**src/rtl/cpu_control_fsm.sv**
```systemverilog
// Multicycle control unit for the 8-bit CPU: owns PC, IR and N/Z flags and sequences
// fetch, decode and execute over the register file, ALU and single-port synchronous memory.
module cpu_control_fsm #(
  parameter logic [7:0] PC_RESET = 8'h00
) (
  input  logic       CLOCK_50,
  input  logic       resetn,
  input  logic       run,
  input  logic       step_mode,
  input  logic       step,
  input  logic [7:0] Data_out,
  input  logic [7:0] dataA,
  input  logic [7:0] dataB,
  input  logic [7:0] ALUout,
  input  logic       N,
  input  logic       Z,
  output logic       MemRead,
  output logic       MemWrite,
  output logic [7:0] ADDR,
  output logic [7:0] Data_in,
  output logic       RFWrite,
  output logic [3:0] regA,
  output logic [3:0] regB,
  output logic [3:0] regW,
  output logic [7:0] dataW,
  output logic [2:0] ALUop,
  output logic [7:0] PC,
  output logic       flagN,
  output logic       flagZ,
  output logic       halted
);

  typedef enum logic [3:0] {
    StIdle,
    StFetch,
    StFwait,
    StDecode,
    StExec,
    StMrd,
    StMwait,
    StMwr,
    StIrd,
    StIwait,
    StBranch,
    StPause,
    StHalt
  } state_e;

  localparam logic [2:0] OpLoad  = 3'b000;
  localparam logic [2:0] OpStore = 3'b001;
  localparam logic [2:0] OpLdi   = 3'b010;
  localparam logic [2:0] OpBz    = 3'b011;
  localparam logic [2:0] OpBnz   = 3'b100;
  localparam logic [2:0] OpBn    = 3'b101;
  localparam logic [2:0] OpHalt  = 3'b111;

  state_e     state_q, state_d;
  logic [7:0] pc_q, pc_d;
  logic [7:0] ir_q, ir_d;
  logic       flag_n_q, flag_n_d;
  logic       flag_z_q, flag_z_d;
  logic       mrd_setup_q, mrd_setup_d;
  logic       instr_end;
  logic       taken;

  always_ff @(posedge CLOCK_50 or negedge resetn) begin
    if (!resetn) begin
      state_q     <= StIdle;
      pc_q        <= PC_RESET;
      ir_q        <= 8'h00;
      flag_n_q    <= 1'b0;
      flag_z_q    <= 1'b0;
      mrd_setup_q <= 1'b0;
    end else begin
      state_q     <= state_d;
      pc_q        <= pc_d;
      ir_q        <= ir_d;
      flag_n_q    <= flag_n_d;
      flag_z_q    <= flag_z_d;
      mrd_setup_q <= mrd_setup_d;
    end
  end

  always_comb begin
    case (ir_q[6:4])
      OpBz:    taken = flag_z_q;
      OpBnz:   taken = ~flag_z_q;
      OpBn:    taken = flag_n_q;
      default: taken = 1'b1;
    endcase
  end

  always_comb begin
    state_d     = state_q;
    pc_d        = pc_q;
    ir_d        = ir_q;
    flag_n_d    = flag_n_q;
    flag_z_d    = flag_z_q;
    mrd_setup_d = 1'b0;
    instr_end   = 1'b0;
    MemRead     = 1'b0;
    MemWrite    = 1'b0;
    RFWrite     = 1'b0;
    ADDR        = pc_q;
    dataW       = 8'h00;
    ALUop       = 3'b000;

    unique case (state_q)
      StIdle: begin
        if (run) state_d = StFetch;
      end
      StFetch: begin
        MemRead = 1'b1;
        state_d = StFwait;
      end
      StFwait: begin
        ir_d    = Data_out;
        pc_d    = pc_q + 8'd1;
        state_d = StDecode;
      end
      StDecode: begin
        if (ir_q[7]) begin
          state_d = StExec;
        end else begin
          case (ir_q[6:4])
            OpLoad:  state_d = StMrd;
            OpStore: state_d = StMwr;
            OpLdi:   state_d = StIrd;
            OpHalt:  state_d = StHalt;
            default: state_d = StBranch;
          endcase
        end
      end
      StExec: begin
        ALUop     = ir_q[6:4];
        RFWrite   = 1'b1;
        dataW     = ALUout;
        flag_n_d  = N;
        flag_z_d  = Z;
        instr_end = 1'b1;
      end
      StMrd: begin
        // First MRD cycle only presents the address; the read strobe follows a cycle later.
        ADDR = dataB;
        if (!mrd_setup_q) begin
          mrd_setup_d = 1'b1;
        end else begin
          MemRead = 1'b1;
          state_d = StMwait;
        end
      end
      StMwait: begin
        ADDR      = dataB;
        RFWrite   = 1'b1;
        dataW     = Data_out;
        instr_end = 1'b1;
      end
      StMwr: begin
        MemWrite  = 1'b1;
        ADDR      = dataB;
        instr_end = 1'b1;
      end
      StIrd: begin
        MemRead = 1'b1;
        state_d = StIwait;
      end
      StIwait: begin
        RFWrite   = 1'b1;
        dataW     = Data_out;
        pc_d      = pc_q + 8'd1;
        instr_end = 1'b1;
      end
      StBranch: begin
        if (taken) pc_d = dataB;
        instr_end = 1'b1;
      end
      StPause: begin
        if (!run) state_d = StIdle;
        else if (step) state_d = StFetch;
      end
      StHalt: begin
        if (!run) state_d = StIdle;
      end
      default: state_d = StIdle;
    endcase

    if (instr_end) begin
      if (!run) state_d = StIdle;
      else if (step_mode) state_d = StPause;
      else state_d = StFetch;
    end
  end

  assign Data_in = dataA;
  assign regA    = {2'b00, ir_q[3:2]};
  assign regB    = {2'b00, ir_q[1:0]};
  assign regW    = {2'b00, ir_q[3:2]};
  assign PC      = pc_q;
  assign flagN   = flag_n_q;
  assign flagZ   = flag_z_q;
  assign halted  = (state_q == StHalt);

endmodule

```
**config.mk**
```make
export PLATFORM = sky130hd
export DESIGN_NAME = cpu_control_fsm
export DESIGN_NICKNAME = d
export VERILOG_FILES = /design/src/rtl/cpu_control_fsm.sv
export SDC_FILE = /design/constraint.sdc
export NUM_CORES = 1
export LEC_CHECK = 0
export ABC_CLOCK_PERIOD_IN_PS = 2400
export BUFFER_PORTS_ARGS = -buffer_cell sky130_fd_sc_hd__buf_2
export CAP_MARGIN = 40
export CORE_ASPECT_RATIO = 1.75
export CORE_UTILIZATION = 46
export CTS_CLUSTER_SIZE = 28
export DETAILED_ROUTE_END_ITERATION = 6
export PLACE_DENSITY = 0.8
export SETUP_SLACK_MARGIN = 0.1
export SLEW_MARGIN = 20
export SYNTH_ARGS = -nofsm -noshare
export SYNTH_HDL_FRONTEND = slang
export SYNTH_SLANG_ARGS = --single-unit
```
**constraint.sdc**
```tcl
create_clock -name CLOCK_50 -period 2.4 [get_ports CLOCK_50]
set_clock_uncertainty 0.2 [all_clocks]
set_input_delay 0.12 -clock CLOCK_50 [delete_from_list [all_inputs] [get_ports CLOCK_50]]
set_output_delay 0.12 -clock CLOCK_50 [all_outputs]
set_load 0.02 [all_outputs]
```
==> results of run 1 <==
## per-layer routing
layer / vias to the layer above / wire length (um)
met5: - / 0
met4: 0 / 133
met3: 13 / 206
met2: 69 / 2610
met1: 876 / 1830
li1: 895 / -
## cell type report
class	instances	area (um^2)
Fill cell	355	1570
Tap cell	48	60.1
Multi-Input combinational cell	153	1070
Inverter	11	41.3
Timing Repair Buffer	90	536
Sequential cell	23	578
Clock inverter	1	5.00
Clock buffer	3	41.3
## power by group through the flow
stage               Clock, W  Sequential, W  Combinational, W
finish              0.000255       0.000791           0.00184
global route        0.000275       0.000829           0.00199
CTS                 0.000261       0.000784           0.00184
detailed placement         0       0.000791           0.00182
global placement           0       0.000781           0.00178
floorplan                  0       0.000763           0.00142
## worst max path at each step
stage / start / slack, ns / depth (start not counted) / to
after floorplan: state_q[3]$_DFFE_PN0P_ / 0.66 / 5 / ADDR[4]
after global placement: state_q[1]$_DFFE_PN0P_ / 0.36 / 4 / dataW[3]
after detailed placement: state_q[1]$_DFFE_PN0P_ / 0.30 / 4 / dataW[1]
after CTS: state_q[2]$_DFFE_PN0P_ / 0.12 / 5 / ADDR[1]
after global routing: state_q[0]$_DFFE_PN0P_ / 0.11 / 4 / dataW[4]
final: state_q[0]$_DFFE_PN0P_ / 0.23 / 5 / ADDR[1]
## cells in the final DEF (no fill, tap or decap), types with 3 or more instances in the layout
cell type / synthesis / layout
a21oi_1: 10 / 10
a221oi_2: 6 / 6
a22o_1: 8 / 8
and2_1: 3 / 3
buf_2: 7 / 69
buf_4: 21 / 8
clkbuf_8: 0 / 3
conb_1: 1 / 6
dfrtp_1: 23 / 21
dlygate4sd3_1: 0 / 13
inv_1: 10 / 10
mux2_1: 12 / 12
nand2_1: 16 / 16
nand2b_1: 6 / 6
nand3_1: 6 / 6
nand4_1: 3 / 3
nor2_1: 15 / 15
nor3_1: 4 / 4
o21ai_0: 7 / 7
o21ai_1: 9 / 8
o22ai_1: 3 / 3
## cells by family (layout without fill, tap and decap cells)
| logic type | count (synthesis) | in the layout | share of synthesized area (%) |
|---|---|---|---|
| mux | 16 | 16 | 9.83 |
| flops | 23 | 23 | 30.7 |
| buf+inv | 42 | 105 | 13.1 |
| other cells | 1 | 6 | 0.200 |
| compound gates | 61 | 61 | 24.7 |
| simple gates | 69 | 69 | 20.7 |
| fa+ha+maj | 1 | 1 | 0.668 |
## per-stage QoR
step | util (%) | hold WS, ns | setup WS [ns] | std cells | area [um^2]
final | 59.8 | 0.00347 | 0.233 | 329 | 2330
after global routing | 59.8 | 0.0296 | 0.110 | 329 | 2330
after CTS | 59.7 | 0.000170 | 0.123 | 329 | 2330
after detailed placement | 55.1 | -0.0573 | 0.305 | 312 | 2150
after global placement | 55.1 | -0.0676 | 0.356 | 312 | 2150
after floorplan | - | -0.376 | 0.655 | 218 | 1890
## Yosys cell counts (3+ instances only)
cell / number / area share, %
a21oi_1: 10 / 2.7
a221oi_2: 6 / 4.8
a22o_1: 8 / 3.7
and2_1: 3 / 1.0
buf_2: 7 / 1.9
buf_4: 21 / 8.4
clkbuf_1: 3 / 0.60
dfrtp_1: 23 / 31
inv_1: 10 / 2.0
mux2_1: 12 / 7.2
nand2_1: 16 / 3.2
nand2b_1: 6 / 2.0
nand3_1: 6 / 1.6
nand4_1: 3 / 1.0
nor2_1: 15 / 3.0
nor3_1: 4 / 1.1
o21ai_0: 7 / 1.9
o21ai_1: 9 / 2.4
o22ai_1: 3 / 1.0
## flip-flops by register name, summed over array words and instances (netlist names)
| register | count |
|---|---|
| PC | 8 |
| flagN | 1 |
| flagZ | 1 |
| ir_q | 8 |
| mrd_setup_q | 1 |
| state_q | 4 |
## critical path, cell delays in order (launching register included)
cell and delay, ns:
dfrtp_1 0.58, nor2_1 0.18, nor2_1 0.13, buf_4 0.21, mux2_1 0.33, buf_2 0.16
## repair_timing
item,CTS,global route
hold buffers,13,0
pin swaps,0,0
setup endpoints to repair,8,9
resized for setup,1,2
endpoints found under the hold margin,35,0
==> impl_metrics.csv, run 1 <==
group,metric,value,unit
clocking,postCtsSetupBuffers,0,
hold_path,hold_path_depth,3,
grt,antenna_found_initial,0,
floorplanning,die_h,86.4,um
setup_path,crit_type,"register to output port",
hold_path,hold_end,"state_q[1]$_DFFE_PN0P_",
floorplanning,initial_core_util,47.9,%
setup_path,reg2reg_slack,0.31,ns
synth,async_reset_ff_share,100,%
setup_path,cp_data_required_time,2.08,ns
clocking,numCtsBuffers,3,
final_layout,nNetsFinal,322,
grt,grt_pass1_vias,1717,
pwr,p_total,0.00289,W
grt,met1_usage,24.6,%
grt,grt_max_degree,24,
floorplanning,boundaryPins,92,
sta,final.min_clock_period,2.17,ns
grt,grt_overflow_total,0,
clocking,tritoncts,"done",
setup_path,rr_endpoint,"PC[1]$_DFFE_PN0P_",
run,cap_violations,0,
floorplanning,coreArea,3900,um^2
floorplanning,std_cell_rows,30,
drt,drc,0,
synth,synth_edf_count,0,
outcome,status,"completed",
grt,grt_busiest_layer,"met2",
clocking,clock-sinks,23,
sta,tightest_slew,0.547,ns
placed_design,hpwl,3460,um
drt,vias,1853,
hold_path,hold_class,"input port to register",
synth,seq_area_frac_synth,30.7,%
floorplanning,die_area,4340,um^2
sta,setup_viol,0,
grt,grt_pass1_wl,7730,um
sta,fin_setup_tns,0,ns
sta,slew_headroom,63.6,%
synth,ys_ff_latch,23,
hold_path,worstHoldStart,"step_mode",
setup_path,cp-end-kind,"output port",
placed_design,port_buffers,69,
setup_path,reg2reg_depth,5,
clocking,cts-root-buf,"clkbuf_8",
floorplanning,die-width,50.2,um
synth,synth_cells,213,
synth,avgSynthCellArea,8.79,um^2
synth,syn-cell-area,1870,um^2
setup_path,cp_max_fo,15,
pwr,p_seq_share,27.4,%
pwr,clkPwrFrac,8.8,%
pwr,leakage,1.13,nW
clocking,clk_pin_slew,0.08,ns
drt,drt_iter0_drc,73,
clocking,ctsLongestPathBuffers,2,
drt,dr.pass1.iters,4,
placed_design,gp_congestion,0.911,
clocking,clock_latency,0.28,ns
grt,track_usage,23.1,%
sta,rsz0062_at_grt,"no",
setup_path,critPathArrivalTime,1.85,ns
setup_path,cp-start-kind,"register",
synth,yosys_warnings,0,
drt,detail-route-antenna-nets,0,
grt,use_met3,2.46,%
pwr,peakVddDrop,826,uV
sta,final_max_slew_viol_count,0,
synth,synth_ff_type,"dfrtp_1",
clocking,cts_max_level,1,
final_layout,num_antenna_cells,0,
pwr,switching_share,51.0,%
sta,max_clock_freq,461,MHz
final_layout,layout-drive-gt1-share,35.2,%
drt,vias_per_cell,5.63,
drt,avgRoutedWirePerCell,14.5,um
pwr,powerDensity,1240,nW/um^2
pwr,switchingPower,0.00147,W
synth,synth.distinct_cells,51,
sta,period_share,90.3,%
final_layout,syn2layout_area_growth,24.7,%
pwr,internal_power,0.00142,W
sta,hold_violations,0,
drt,wirelength,4780,um
setup_path,worstReg2RegStart,"state_q[0]$_DFFE_PN0P_",
grt,grt_use_met2,43.4,%
pwr,combPwrFrac,63.8,%
No activity file was read; power rests on OpenSTA's default activity.
==> run 2: changes to the inputs <==
Settings changed: ABC_CLOCK_PERIOD_IN_PS 2400 to 2500, CORE_UTILIZATION 46 to 50, PLACE_DENSITY 0.8 to unset, PLACE_DENSITY_LB_ADDON set to 0.15, REMOVE_ABC_BUFFERS set to 1.
Clock period 2.4 ns to 2.5 ns, I/O delays scaled along.
==> impl_metrics.csv, run 2 (synthesis results as in run 1) <==
group,metric,value,unit
sta,final.min_clock_period,2.26,ns
pwr,peakVddDrop,676,uV
clocking,numCtsBuffers,3,
sta,hold_violations,0,
sta,tightest_slew,0.531,ns
setup_path,cp_max_fo,15,
drt,vias,1866,
floorplanning,std_cell_rows,29,
sta,final_max_slew_viol_count,0,
floorplanning,die_h,82.9,um
clocking,ctsLongestPathBuffers,2,
sta,max_clock_freq,443,MHz
drt,avgRoutedWirePerCell,14.3,um
grt,grt_pass1_vias,1684,
sta,rsz0062_at_grt,"no",
drt,detail-route-antenna-nets,0,
grt,grt_pass1_wl,7380,um
clocking,tritoncts,"done",
outcome,status,"completed",
clocking,clk_pin_slew,0.09,ns
clocking,cts-root-buf,"clkbuf_8",
setup_path,cp-start-kind,"register",
pwr,leakage,1.12,nW
hold_path,worstHoldStart,"dataB[1]",
sta,slew_headroom,64.6,%
final_layout,syn2layout_area_growth,24.0,%
hold_path,hold_class,"input port to register",
drt,drc,0,
setup_path,reg2reg_depth,4,
run,cap_violations,0,
floorplanning,boundaryPins,92,
floorplanning,die_area,4000,um^2
floorplanning,coreArea,3590,um^2
placed_design,port_buffers,69,
drt,wirelength,4670,um
floorplanning,die-width,48.3,um
grt,antenna_found_initial,0,
clocking,clock_latency,0.27,ns
setup_path,critPathArrivalTime,1.93,ns
placed_design,gp_congestion,0.935,
clocking,clock-sinks,23,
final_layout,final_cell_mix,"buf_2 (69), dfrtp_1 (23), nand2_1 (16)",
drt,drt_iter0_drc,39,
pwr,clkPwrFrac,8.6,%
pwr,combPwrFrac,63.9,%
placed_design,hpwl,3490,um
final_layout,instances_no_fill,326,
pwr,powerDensity,1190,nW/um^2
drt,vias_per_cell,5.72,
placed_design,placed_cells_incl_taps,310,
setup_path,crit_type,"register to output port",
grt,grt_max_degree,24,
setup_path,reg2reg_slack,0.40,ns
grt,track_usage,25.1,%
pwr,switchingPower,0.00141,W
setup_path,rr_endpoint,"PC[1]$_DFFE_PN0P_",
final_layout,nNetsFinal,321,
sta,fin_setup_tns,0,ns
final_layout,final_common_cell,"buf_2",
clocking,cts_max_level,1,
setup_path,cp_data_required_time,2.17,ns
floorplanning,initial_core_util,52.1,%
final_layout,num_antenna_cells,0,
pwr,p_seq_share,27.5,%
hold_path,hold_end,"PC[1]$_DFFE_PN0P_",
sta,holdWs,0.0164,ns
setup_path,worstReg2RegStart,"state_q[1]$_DFFE_PN0P_",
sta,setup_viol,0,
drt,dr.pass1.iters,5,
pwr,switching_share,50.9,%
pwr,internal_power,0.00136,W
setup_path,cp-end-kind,"output port",
grt,grt_overflow_total,0,
final_layout,layout-drive-gt1-share,34.6,%
hold_path,hold_path_depth,3,
sta,period_share,90.2,%
==> run 2: how the worst max path moves through the flow <==
stage,startpoint,endpoint,cells past startpoint
after floorplan,state_q[2]$_DFFE_PN0P_,PC[1]$_DFFE_PN0P_,3
after global placement,state_q[1]$_DFFE_PN0P_,dataW[3],4
after detailed placement,state_q[1]$_DFFE_PN0P_,dataW[5],4
after CTS,state_q[1]$_DFFE_PN0P_,dataW[4],4
after global routing,state_q[1]$_DFFE_PN0P_,dataW[7],4
final,state_q[1]$_DFFE_PN0P_,dataW[3],4
==> run 2: worst max-delay path: stages, from the launching register on <==
cell      delay (ns)
dfrtp_1         0.64
nand2b_1        0.27
o21ai_2         0.39
a22o_1          0.19
buf_2           0.16
==> run 2: layout make-up <==
| cell class | instances | area [um^2] |
|---|---|---|
| Fill cell | 329 | 1270 |
| Multi-Input combinational cell | 153 | 1080 |
| Sequential cell | 23 | 576 |
| Timing Repair Buffer | 89 | 526 |
| Tap cell | 46 | 57.6 |
| Clock buffer | 4 | 45.0 |
| Inverter | 11 | 41.3 |
==> run 2: through the flow <==
stage	instance area [um^2]	worst slack (ns)	util, %	total power (W)
finish	2320	0.244	64.6	0.00276
global route	2320	0.165	64.6	0.00297
CTS	2310	0.106	64.4	0.00275
detailed placement	2150	0.408	59.8	0.00250
global placement	2150	0.432	59.8	0.00246
floorplan	1690	0.236	-	0.00195
==> run 2: per-layer routing <==
layer	part of all wire, %	global-route usage (%)	routed length (um)
met1	38	28.1	1760
met4	2.6	11.9	123
met2	53	41.8	2470
met5	0	0	0
met3	6.7	5.22	314
==> run 2: what timing repair did <==
item                                    CTS  global route
hold endpoints to repair                 34             0
gates resized for setup                   0             2
buffers inserted                          0             0
endpoints found under the setup margin    0             9
hold buffers                             12             0
==> run 2: power groups by stage <==
| stage | sequential [W] | clock, W | combinational [W] |
|---|---|---|---|
| final | 0.000759 | 0.000239 | 0.00176 |
| after floorplan | 0.000882 | 0 | 0.00107 |
| after global routing | 0.000787 | 0.000257 | 0.00192 |
| after global placement | 0.000753 | 0 | 0.00171 |
| after CTS | 0.000755 | 0.000243 | 0.00176 |
| after detailed placement | 0.000761 | 0 | 0.00173 |
==> run 3: changes to the inputs <==
Settings changed: ABC_CLOCK_PERIOD_IN_PS 2500 to 2800.
Clock period 2.5 ns to 2.8 ns, I/O delays scaled along.
==> impl_metrics.csv, run 3 (synthesis results as in run 1) <==
group,metric,value,unit
outcome,status,"completed",
floorplanning,coreArea,3590,um^2
sta,tightest_slew,0.667,ns
floorplanning,initial_core_util,52.1,%
final_layout,fin_util,64.2,%
final_layout,syn2layout_area_growth,23.3,%
sta,holdWs,0.0273,ns
setup_path,cp-start-kind,"register",
final_layout,multi_input_area,1070,um^2
final_layout,nNetsFinal,320,
setup_path,cp-end-kind,"output port",
clocking,ctsLongestPathBuffers,2,
final_layout,final_common_cell,"buf_2",
placed_design,port_buffers,69,
sta,hold_violations,0,
drt,drc,0,
drt,detail-route-antenna-nets,0,
clocking,clock-sinks,23,
setup_path,critPathArrivalTime,2.13,ns
hold_path,hold_class,"input port to register",
placed_design,place_ws,0.673,ns
final_layout,fillers,332,
sta,slew_headroom,55.3,%
sta,period_share,88.1,%
clocking,postCtsSetupBuffers,0,
pwr,clkPwrFrac,8.4,%
clocking,numCtsBuffers,3,
final_layout,num_antenna_cells,0,
final_layout,instances_no_fill,325,
sta,max_clock_freq,405,MHz
clocking,cts_hold_buffers,12,
drt,vias_per_cell,5.57,
pwr,leakage,1.12,nW
floorplanning,die_area,4000,um^2
drt,drt_iter0_drc,38,
floorplanning,std_cell_rows,29,
sta,setup_viol,0,
setup_path,crit_type,"register to output port",
sta,final_max_slew_viol_count,0,
final_layout,seqCellArea,576,um^2
floorplanning,die-width,48.3,um
clocking,cts_max_level,1,
clocking,cts-root-buf,"clkbuf_8",
setup_path,cp_data_required_time,2.46,ns
clocking,clock_latency,0.26,ns
pwr,powerDensity,1060,nW/um^2
final_layout,layout-drive-gt1-share,33.7,%
grt,grt_pass1_wl,7310,um
placed_design,hpwl,3430,um
grt,grt_overflow_total,0,
pwr,switchingPower,0.00123,W
placed_design,gp_congestion,0.963,
pwr,combPwrFrac,64.8,%
drt,dr.pass1.iters,4,
pwr,p_seq_share,26.8,%
pwr,internal_power,0.00121,W
drt,vias,1810,
final_layout,final_cell_mix,"buf_2 (69), dfrtp_1 (23), nand2_1 (16)",
floorplanning,boundaryPins,92,
grt,grt_pass1_vias,1668,
grt,track_usage,24.6,%
clocking,clk_pin_slew,0.08,ns
pwr,switching_share,50.5,%
sta,rsz0062_at_grt,"no",
run,cap_violations,0,
pwr,peakVddDrop,607,uV
grt,antenna_found_initial,0,
drt,avgRoutedWirePerCell,14.3,um
drt,wirelength,4640,um
grt,grt_max_degree,24,
sta,fin_setup_tns,0,ns
setup_path,cp_max_fo,15,
floorplanning,die_h,82.9,um
sta,final.min_clock_period,2.47,ns
clocking,cts_resized,0,
placed_design,placed_cells_incl_taps,309,
sta,setup_ws,0.333,ns
clocking,tritoncts,"done",
-- run 3: changes by cell type in the layout (fill, tap and decap cells not counted), sizes merged --
cell	change
buf	-1
-- run 3: layout make-up --
| type | instances | area share [%] |
|---|---|---|
| flip-flops and latches | 23 | 24.9 |
| repair buffers | 88 | 22.5 |
| clock buffers | 4 | 1.95 |
| inverters | 11 | 1.79 |
| well taps | 46 | 2.49 |
| multi-input cells | 153 | 46.4 |
-- run 3: per-layer routing --
metal,wire [um],GRT usage (%),vias to the layer above
met4,121,10.1,0
met3,275,6.30,9
met2,2560,42.3,73
met5,0,0,-
met1,1690,26.0,836
li1,-,-,892
-- run 3: through the flow --
| stage | total power (W) | instance area, um^2 |
|---|---|---|
| 2_1_floorplan | 0.00174 | 1690 |
| 3_5_place_dp | 0.00222 | 2140 |
| 3_3_place_gp | 0.00220 | 2140 |
| 4_1_cts | 0.00245 | 2310 |
| 6_report | 0.00243 | 2310 |
| 5_1_grt | 0.00262 | 2310 |
-- run 3: power by group through the flow --
stage	registers (W)	clock network, W	logic (W)
after global routing	0.000673	0.000225	0.00173
after floorplan	0.000788	0	0.000954
final	0.000651	0.000205	0.00158
after CTS	0.000650	0.000212	0.00158
after global placement	0.000651	0	0.00155
after detailed placement	0.000656	0	0.00156
-- run 3: final timing paths --
| check | startpoint | to | slack [ns] | cells after the start |
|---|---|---|---|---|
| setup / recovery | state_q[1]$_DFFE_PN0P_ | dataW[7] | 0.33 | 4 |
| setup reg to reg | state_q[1]$_DFFE_PN0P_ | PC[7]$_DFFE_PN0P_ | 0.63 | 4 |
| hold / removal | step_mode | state_q[3]$_DFFE_PN0P_ | 0.03 | 3 |
| max in group asynchronous | resetn | state_q[2]$_DFFE_PN0P_ | 1.86 | 2 |
| hold reg to reg | ir_q[0]$_DFFE_PN0P_ | ir_q[0]$_DFFE_PN0P_ | 0.28 | 1 |
| min in group asynchronous | resetn | PC[3]$_DFFE_PN0P_ | 0.18 | 2 |
-- run 3: critical path, cell delays in order (launching register included) --
cell and delay, ns:
dfrtp_1 0.63, nand2b_1 0.25, o21ai_1 0.59, a22o_1 0.23, buf_2 0.16
